File: src/rtl/fetch_unit_pkg.sv
// Shared types and constants for the instruction fetch stage and its next-PC helper.
package fetch_unit_pkg;

    typedef enum logic [1:0] {
        S_REQ  = 2'b00,
        S_EXEC = 2'b01,
        S_HALT = 2'b10
    } fetch_state_e;

    localparam logic [31:0] INSTR_NOP = 32'h0000_0000;
    localparam logic [31:0] PC_STEP   = 32'd4;

    // Branch displacement is a signed word count; convert to a byte offset.
    function automatic logic [31:0] branch_offset(input logic [15:0] imm16);
        return {{14{imm16[15]}}, imm16, 2'b00};
    endfunction

endpackage

File: src/rtl/fetch_unit_if.sv
// Instruction-memory request/acknowledge bus between the fetch stage (master) and memory (slave).
interface fetch_unit_if;

    logic        req;
    logic [31:0] addr;
    logic        ack;
    logic [31:0] rdata;

    modport master (output req, output addr, input ack, input rdata);
    modport slave  (input req, input addr, output ack, output rdata);

endinterface

File: src/rtl/fetch_unit_next_pc_calc.sv
// Combinational next-PC selection: jump, taken branch, or sequential; reused by the pipelined fetch.
module next_pc_calc
    import fetch_unit_pkg::*;
(
    input  logic [31:0] i_pc,
    input  logic        i_is_jump,
    input  logic        i_is_branch,
    input  logic        i_branch_taken,
    input  logic [15:0] i_imm16,
    input  logic [25:0] i_addr26,
    output logic [31:0] o_next_pc
);

    logic [31:0] w_pc4;

    assign w_pc4 = i_pc + PC_STEP;

    always_comb begin
        // NOTE: default first so every path assigns the output and no latch is inferred.
        o_next_pc = w_pc4;
        if (i_is_jump) begin
            o_next_pc = {w_pc4[31:28], i_addr26, 2'b00};
        end else if (i_is_branch && i_branch_taken) begin
            o_next_pc = w_pc4 + branch_offset(i_imm16);
        end
    end

endmodule

File: src/rtl/fetch_unit.sv
// Fetch stage: PC register, imem req/ack fetch FSM, valid/ready hand-off to the decoder.
// Optional imem timeout with sticky fault is enabled by defining FETCH_TIMEOUT_EN.
module fetch_unit
    import fetch_unit_pkg::*;
#(
`ifdef FETCH_TIMEOUT_EN
    parameter int          TIMEOUT  = 16,
`endif
    parameter logic [31:0] RESET_PC = 32'h0000_0000,
    parameter int          CNT_W    = 32
) (
    input  logic               clk,
    input  logic               rst_n,
    fetch_unit_if.master       imem,
    output logic [31:0]        o_instruction,
    output logic               o_instr_valid,
    input  logic               i_instr_ready,
    input  logic               i_is_jump,
    input  logic               i_is_branch,
    input  logic               i_branch_taken,
    input  logic [15:0]        i_imm16,
    input  logic [25:0]        i_addr26,
    output logic [31:0]        o_pc,
    output logic [CNT_W-1:0]   o_retire_count,
    output logic               o_fault
);

    fetch_state_e     r_state;
    fetch_state_e     w_next_state;
    logic             r_req;
    logic [31:0]      r_pc;
    logic [31:0]      r_instr;
    logic [CNT_W-1:0] r_retire;
    logic [31:0]      w_next_pc;
    logic             w_accept;
    logic             w_commit;
    logic             w_timeout;

    next_pc_calc u_next_pc (
        .i_pc           (r_pc),
        .i_is_jump      (i_is_jump),
        .i_is_branch    (i_is_branch),
        .i_branch_taken (i_branch_taken),
        .i_imm16        (i_imm16),
        .i_addr26       (i_addr26),
        .o_next_pc      (w_next_pc)
    );

    // r_req is only ever set while in S_REQ, so it also qualifies ack.
    assign w_accept = r_req & imem.ack;
    assign w_commit = (r_state == S_EXEC) & i_instr_ready;

`ifdef FETCH_TIMEOUT_EN
    localparam int WAIT_W = ($clog2(TIMEOUT + 1) > 5) ? $clog2(TIMEOUT + 1) : 5;

    logic [WAIT_W-1:0] r_wait;

    // Ack on the TIMEOUT-th request cycle wins over the timeout.
    assign w_timeout = r_req & ~imem.ack & (r_wait == WAIT_W'(TIMEOUT - 1));

    always_ff @(posedge clk or negedge rst_n) begin
        if (!rst_n) begin
            r_wait <= '0;
        end else if (r_state != S_REQ) begin
            r_wait <= '0;
        end else if (r_req && !imem.ack) begin
            r_wait <= r_wait + WAIT_W'(1);
        end
    end

    assign o_fault = (r_state == S_HALT);
`else
    assign w_timeout = 1'b0;
    assign o_fault   = 1'b0;
`endif

    always_ff @(posedge clk or negedge rst_n) begin
        if (!rst_n) begin
            r_state <= S_REQ;
        end else begin
            // NOTE: non-blocking so every flop samples pre-edge values regardless of statement order.
            r_state <= w_next_state;
        end
    end

    always_comb begin
        w_next_state = r_state;
        unique case (r_state)
            S_REQ: begin
                if (w_accept) begin
                    w_next_state = S_EXEC;
                end else if (w_timeout) begin
                    w_next_state = S_HALT;
                end
            end
            S_EXEC:  if (w_commit) w_next_state = S_REQ;
            S_HALT:  w_next_state = S_HALT;
            default: w_next_state = S_REQ;
        endcase
    end

    // The request is registered so it is low during reset and the cycle after release.
    always_ff @(posedge clk or negedge rst_n) begin
        if (!rst_n) begin
            r_req    <= 1'b0;
            r_pc     <= RESET_PC;
            r_instr  <= INSTR_NOP;
            r_retire <= '0;
        end else begin
            r_req <= (w_next_state == S_REQ);
            if (w_accept) begin
                r_instr <= imem.rdata;
            end
            if (w_commit) begin
                r_pc <= w_next_pc;
                if (r_retire != '1) begin
                    r_retire <= r_retire + CNT_W'(1);
                end
            end
        end
    end

    assign imem.req       = r_req;
    assign imem.addr      = r_pc;
    assign o_instruction  = r_instr;
    assign o_instr_valid  = (r_state == S_EXEC);
    assign o_pc           = r_pc;
    assign o_retire_count = r_retire;

endmodule

File: src/flat_wrapper.sv
// flat-port wrapper written by rule: the top's interface ports become plain ports
module fetch_unit_flat import fetch_unit_pkg::*;
#(

    parameter logic [31:0] RESET_PC = 32'h0000_0000,
    parameter int          CNT_W    = 32
)
  (clk, rst_n, o_instruction, o_instr_valid, i_instr_ready, i_is_jump, i_is_branch, i_branch_taken, i_imm16, i_addr26, o_pc, o_retire_count, o_fault, imem_req, imem_addr, imem_ack, imem_rdata);
  fetch_unit_if imem_i ();
  input  logic clk;
  input  logic rst_n;
  output logic [31:0] o_instruction;
  output logic o_instr_valid;
  input  logic i_instr_ready;
  input  logic i_is_jump;
  input  logic i_is_branch;
  input  logic i_branch_taken;
  input  logic [15:0] i_imm16;
  input  logic [25:0] i_addr26;
  output logic [31:0] o_pc;
  output logic [CNT_W-1:0] o_retire_count;
  output logic o_fault;
  output wire logic [$bits(imem_i.req)-1:0] imem_req;
  output wire logic [$bits(imem_i.addr)-1:0] imem_addr;
  input wire logic [$bits(imem_i.ack)-1:0] imem_ack;
  input wire logic [$bits(imem_i.rdata)-1:0] imem_rdata;
  assign imem_req = imem_i.req;
  assign imem_addr = imem_i.addr;
  assign imem_i.ack = imem_ack;
  assign imem_i.rdata = imem_rdata;
  fetch_unit #(.RESET_PC(RESET_PC), .CNT_W(CNT_W)) u_core (.clk(clk), .rst_n(rst_n), .imem(imem_i), .o_instruction(o_instruction), .o_instr_valid(o_instr_valid), .i_instr_ready(i_instr_ready), .i_is_jump(i_is_jump), .i_is_branch(i_is_branch), .i_branch_taken(i_branch_taken), .i_imm16(i_imm16), .i_addr26(i_addr26), .o_pc(o_pc), .o_retire_count(o_retire_count), .o_fault(o_fault));
endmodule
File: config.mk
export PLATFORM = sky130hd
export DESIGN_NAME = fetch_unit_flat
export DESIGN_NICKNAME = d
export VERILOG_FILES = /design/src/rtl/fetch_unit_pkg.sv /design/src/rtl/fetch_unit_if.sv /design/src/rtl/fetch_unit_next_pc_calc.sv /design/src/rtl/fetch_unit.sv /design/src/flat_wrapper.sv
export SDC_FILE = /design/constraint.sdc
export NUM_CORES = 1
export LEC_CHECK = 0
export CAP_MARGIN = 10
export CORE_MARGIN = 1
export CORE_UTILIZATION = 30
export CTS_BUF_LIST = sky130_fd_sc_hd__clkbuf_16
export DETAILED_ROUTE_END_ITERATION = 7
export PLACE_DENSITY = 0.67
export SYNTH_ARGS = -nofsm -noshare
export SYNTH_HDL_FRONTEND = slang
export SYNTH_SLANG_ARGS = --single-unit
File: constraint.sdc
create_clock -name clk -period 5.34 [get_ports clk]
set_clock_uncertainty 0.2 [all_clocks]
set_input_delay 0.534 -clock clk [delete_from_list [all_inputs] [get_ports clk]]
set_output_delay 0.534 -clock clk [all_outputs]
set_load 0.1 [all_outputs]
Word-level counts from Yosys, hierarchy flattened
Cells that the tools add are included.
W data, S select, Z words.
Storage, ports and cells
  register bits: 99
  latch bits: 0
  memory bits (writable): 0
  bits in read-only memories: 0
  input port bits: 81
  output and inout port bits: 131
  logic and storage cells: 22
  memories kept: 0
Cells by class
  add/subtract/negate cells: 3
  multiply operators: 0
  div/mod/pow operators: 0
  $lt $le $gt $ge: 0
  equality and inequality tests: 3
  shift-type cells: 0
  muxes and demuxes: 5
  bitwise operators: 2
  reductions and logical operators: 4
Operators with widths (number)
  $mux W32: 2
  $add A32 B1 Y32 const B: 1
  $add A32 B3 Y32 const B: 1
  $add A32 B32 Y32: 1
  $ne A32 B32 Y1 const B: 1
  $pmux W2 S3: 1
  $logic_not A2 Y1: 2
  $mux W2: 2
  $and A1 B1 Y1: 2
  $eq A2 B1 Y1 const B: 1
  $eq A2 B2 Y1 const B: 1
  $reduce_and A2 Y1: 1
  $logic_and A1 B1 Y1: 1

Logic depth before layout (Yosys ltp)
  depth in word-level cells: 5
  gate-level depth with buffers: 16
  depth with buffers taken out: 15

Cells and area by module
Synthesis repeated with hierarchy kept, for this count alone.
Unflattened totals
  cell total of the unflattened synthesis: 807
  area, all modules: 7114.3 um2
By module, submodules not included
  fetch_unit: instances 1, cells each 410, area each 4390.5 um2, seq. area each 2477.4 um2
  next_pc_calc: instances 1, cells each 397, area each 2723.9 um2, seq. area each 0.0 um2

Worst setup path after synthesis
Ideal clock, no wire load.
  path type: flip-flop to flip-flop
  from: reg u_core.r_pc[6], in the netlist u_core.imem.addr[6]
  to: reg u_core.r_pc[27], in the netlist u_core.imem.addr[27]
  setup time: 0.141 ns
  arrival: 4.068 ns
  data required time: 4.999 ns
  path slack: 0.931 ns
  cell stages (with the launch flop): 15
  buffers on the path: 2
  clock period less this slack: 4.409 ns
  cells stage by stage: dfrtp_1 -> nand4_4 -> or4_4 -> buf_6 -> nor2_1 -> xor2_1 -> ha_1 -> clkbuf_1 -> a21o_1 -> a31o_2 -> a221oi_1 -> a21boi_0 -> o21ai_0 -> xnor2_1 -> o221ai_1
Between the ends
  word-level cells in the longest chain between the ends: 4
RTL lines
  from (decl): line fetch_unit.sv:31  | logic [31:0] r_pc;
  from (signal assigned): line fetch_unit.sv:115  | r_pc <= w_next_pc;
  $add A32 B3 Y32 *: line fetch_unit_next_pc_calc.sv:16  | assign w_pc4 = i_pc + PC_STEP;
  $add A32 B32 Y32: line fetch_unit_next_pc_calc.sv:24  | o_next_pc = w_pc4 + branch_offset(i_imm16);
  $mux W32 *: line fetch_unit_next_pc_calc.sv:23  | end else if (i_is_branch && i_branch_taken) begin
  $mux W32 *: line fetch_unit_next_pc_calc.sv:21  | if (i_is_jump) begin
Every way passes the cells marked *; elsewhere a longest branch is shown, timed or not.
A chain may end at the register's enable or synchronous reset.

Worst setup path in the final report
  from: reg u_core.r_pc[5], in the netlist u_core.imem.addr[5]
  to: reg u_core.r_pc[31], in the netlist u_core.imem.addr[31]
Between the ends
  word-level cells in the longest chain between the ends: 4
RTL lines (line)
  $add A32 B3 Y32 *: fetch_unit_next_pc_calc.sv:16
  $add A32 B32 Y32: fetch_unit_next_pc_calc.sv:24
  $mux W32: fetch_unit_next_pc_calc.sv:23
  $mux W32 *: fetch_unit_next_pc_calc.sv:21
Marked as above.

==> flow_metrics.py <==
metrics = {
    "timing": {
        "slew_violations": 0,
        "finalCriticalPeriod_ps": 4288,
        "rsz0062_at_grt": "false",
        "relSlewSlack_pct": 27.15,
        "min_period_over_period_pct": 80.30,
        "worstMarginPinSlew_ps": 1093,
        "setup_viol": 0,
        "finalSetupTns_ps": 0,
        "timing.fmax_mhz": 233.2,
        "hold_viol": 0,
    },
    "status": {
        "status": "completed",
    },
    "yosys": {
        "ys_types": 57,
        "synthCells": 775,
        "synth-adder-area-share_pct": 7.164,
        "async_flop_share_pct": 100.0,
        "yosys.area_share.xor_xnor_pct": 10.38,
        "synth_mux_area_share_pct": 6.567,
        "syn-cell-area_um2": 6917,
        "synthTopCellsByArea": "dfrtp_1 35%, ha_1 6.9%, xnor2_1 6.3%",
        "ys_top_cells_by_count": "97 x dfrtp_1, 82 x nand2_1, 62 x a21oi_1, 62 x nor2_1, 50 x xnor2_1",
        "yosysMostFrequentCell": "dfrtp_1",
        "synth_enable_flop_cells": 0,
        "ys.warnings.count": 0,
        "synth_top_family_by_area": "simple AND/OR/NAND/NOR gates",
        "synth_compound_area_share_pct": 14.58,
        "synth_flop_cell": "dfrtp_1",
        "avgSynthCellArea_um2": 8.925,
        "synth-simple-area-share_pct": 19.86,
        "yosysTopAreaCellShare_pct": 35.09,
        "ys_seq_elements": 97,
        "yosysSeqAreaShare_pct": 35.09,
        "yosysTopAreaCell": "dfrtp_1",
    },
    "power": {
        "power_frac_clock_pct": 10.5,
        "pwr-share-seq_pct": 20.2,
        "leakagePower_nw": 3.798,
        "power_frac_comb_pct": 69.3,
        "p_sw_mw": 3.694,
        "internal_power_mw": 2.355,
        "p_per_area_nw_per_um2": 651.3,
        "ir_worst_vdd_mv": 0.4087,
        "swShare_pct": 61.07,
    },
    "detailed_routing": {
        "drt_wl_total_um": 21790,
        "drc": 0,
        "drt-initial-drc-count": 376,
        "antenna_left": 0,
        "drt-pass1-iter-count": 5,
        "vias": 6421,
        "vias_per_cell": 5.246,
        "wire_per_inst_um": 17.80,
    },
    "min_path": {
        "worst_hold_path_type": "primary input to async pin",
    },
    "critical_path": {
        "crit_slowest_cell": "dfrtp_1",
        "cp-start-kind": "flip-flop",
        "crit_type": "flip-flop to flip-flop",
        "worst-path-buf-inv": 0,
        "cp.arrival_ps": 4320,
        "end_kind": "flip-flop",
        "cp.required_ps": 5370,
        "rr_endpoint": "u_core.imem.addr[31]",
        "cp_cell_sequence": "nand4_4 -> or3_1 -> nor4_2 -> nand4_1 -> nor2_1 -> xor2_1 -> ha_1 -> a21oi_1 -> nand2_1 -> o211ai_1 -> o21ai_0 -> a21oi_1 -> o21a_1 -> nor3_2 -> xnor2_1",
        "cpLargestDelayFamily": "simple AND/OR/NAND/NOR gates",
        "reg2reg_slack_ps": 1050,
        "r2r-start": "u_core.imem.addr[5]",
        "crit_path_max_incr_delay_ps": 540,
        "cp_max_fo": 8,
        "r2r_cells": 15,
        "crit_top_cell": "a21oi_1",
    },
    "floorplanning": {
        "die_h_um": 153.8,
        "die_area_um2": 23670,
        "io_pins": 212,
        "start_util_pct": 30.55,
        "coreArea_um2": 22640,
        "row_count": 55,
        "die_w_um": 153.8,
    },
    "clock_network": {
        "cts.sinks": 97,
        "numCtsBuffers": 9,
        "cts_hold_buffers": 0,
        "cts_setup_buffers": 0,
        "clkSlewWorstSetupHoldPaths_ps": 70,
        "cts-resized-gates": 0,
        "cts_buffer_depth": 2,
        "htreeDepth": 3,
        "root_buffer": "clkbuf_16",
        "cts_tree": "yes",
        "insertion_delay_ps": 350,
    },
    "global_routing": {
        "grt_pass1_vias": 6173,
        "grt_first_pass_wirelength_um": 34100,
        "grt_util_all_layers_pct": 18.27,
        "antenna_found_initial": 0,
        "grt_max_degree": 54,
        "overflow": 0,
    },
    "placement": {
        "dp_hpwl_um": 16410,
        "placed_area_um2": 9010,
        "port_buffers": 206,
        "gp_congestion": 0.9307,
    },
    "final_layout": {
        "drive_above_1_share_pct": 7.348,
        "nets": 1055,
        "post-route-cell-area_um2": 9286,
        "fin_util_pct": 41.02,
        "area_growth_pct": 34.26,
        "insertedDiodeCount": 0,
    },
    "run": {
        "drv_cap": 0,
    },
}
-- worst register-to-register path, stage by stage (launching register included) --
cell      delay [ps]
dfrtp_1          540
nand4_4          180
or3_1            480
nor4_2           450
nand4_1          270
nor2_1           210
xor2_1           250
ha_1             360
a21oi_1          280
nand2_1           90
o211ai_1         160
o21ai_0          100
a21oi_1          250
o21a_1           190
nor3_2            50
xnor2_1          120
-- logic make-up (layout without fill, tap and decap cells) --
group                    Yosys count  in the layout
multiplexers                      41             41
AO/OA/AOI/OAI                    165            165
flip-flops                        97             97
XOR/XNOR                          82             82
buffers and inverters             79            239
other                              1              5
adder cells (fa/ha/maj)           39             39
AND/OR/NAND/NOR                  271            271
-- stage by stage --
step	setup slack, ps	power [mW]	hold slack, ps	std cells
after global routing	698.5	6.343	73.48	1224
after detailed placement	1115	5.405	241.6	1209
after floorplan	931.4	4.521	38.41	779
after global placement	1161	5.397	238.8	1209
final	1052	6.049	22.08	1224
after CTS	1080	6.060	40.84	1224
-- sequential cells by signal, summed over array words and instances, names as in the netlist --
signal / cells
u_core.imem.addr: 30
u_core.o_instruction: 32
u_core.imem.req: 1
u_core.o_retire_count: 32
u_core.r_state: 2
-- power groups by stage --
stage                     logic [mW]  registers [mW]  clock network [mW]
after floorplan                 2.10            2.42                   0
after global placement          4.17            1.23                   0
after detailed placement        4.17            1.23                   0
after CTS                       4.18            1.22               0.655
after global routing            4.40            1.26               0.684
final                           4.19            1.22               0.634
-- how the worst max path moves through the flow --
stage,from,to,slack [ps],cells after the start
floorplan,u_core.imem.addr[6],u_core.imem.addr[27],930,14
global placement,u_core.imem.addr[5],u_core.imem.addr[31],1160,15
detailed placement,u_core.imem.addr[5],u_core.imem.addr[31],1120,15
CTS,u_core.imem.addr[5],u_core.imem.addr[31],1080,15
global route,u_core.imem.addr[5],u_core.imem.addr[31],700,15
finish,u_core.imem.addr[5],u_core.imem.addr[31],1050,15
-- layout make-up --
class                      instances  area, um^2
multi-input combinational        603        4069
timing repair buffer             214        2120
fill                            2222       13350
tap                              285       356.6
sequential                        97        2427
inverter                          10       37.54
clock buffer                       9       225.2
clock inverter                     6       51.30
-- routing by layer --
metal | vias to the layer above | part of all wire, % | global-route usage [%]
met1 | 3090 | 44 | 23.64
met2 | 240 | 49 | 30.82
met3 | 26 | 5.5 | 2.875
li1 | 3065 | - | -
met5 | - | 0 | 0
met4 | 0 | 2.1 | 6.381
-- cells in the final DEF (no fill, tap or decap), types with 3 or more instances in the layout --
cell type	netlist	layout
a211oi_1	11	11
a21boi_0	3	3
a21o_1	9	9
a21oi_1	62	62
and2_1	3	3
and3_1	16	16
and4_1	6	6
buf_4	35	9
clkbuf_16	0	9
clkdlybuf4s50_1	0	205
clkinvlp_4	0	3
conb_1	1	5
dfrtp_1	97	97
ha_1	38	38
inv_1	9	9
mux2_2	35	35
mux2i_1	6	6
nand2_1	82	82
nand2b_1	3	3
nand3_1	32	32
nand4_1	32	32
nor2_1	62	62
nor2b_1	3	3
nor3_1	13	13
nor3b_1	3	3
o211ai_1	6	6
o21a_1	6	6
o21ai_0	38	38
o21bai_1	4	4
o22ai_1	4	4
o31ai_1	3	3
or3_1	3	3
xnor2_1	50	50
xor2_1	32	32
No activity file was read; power rests on OpenSTA's default activity.
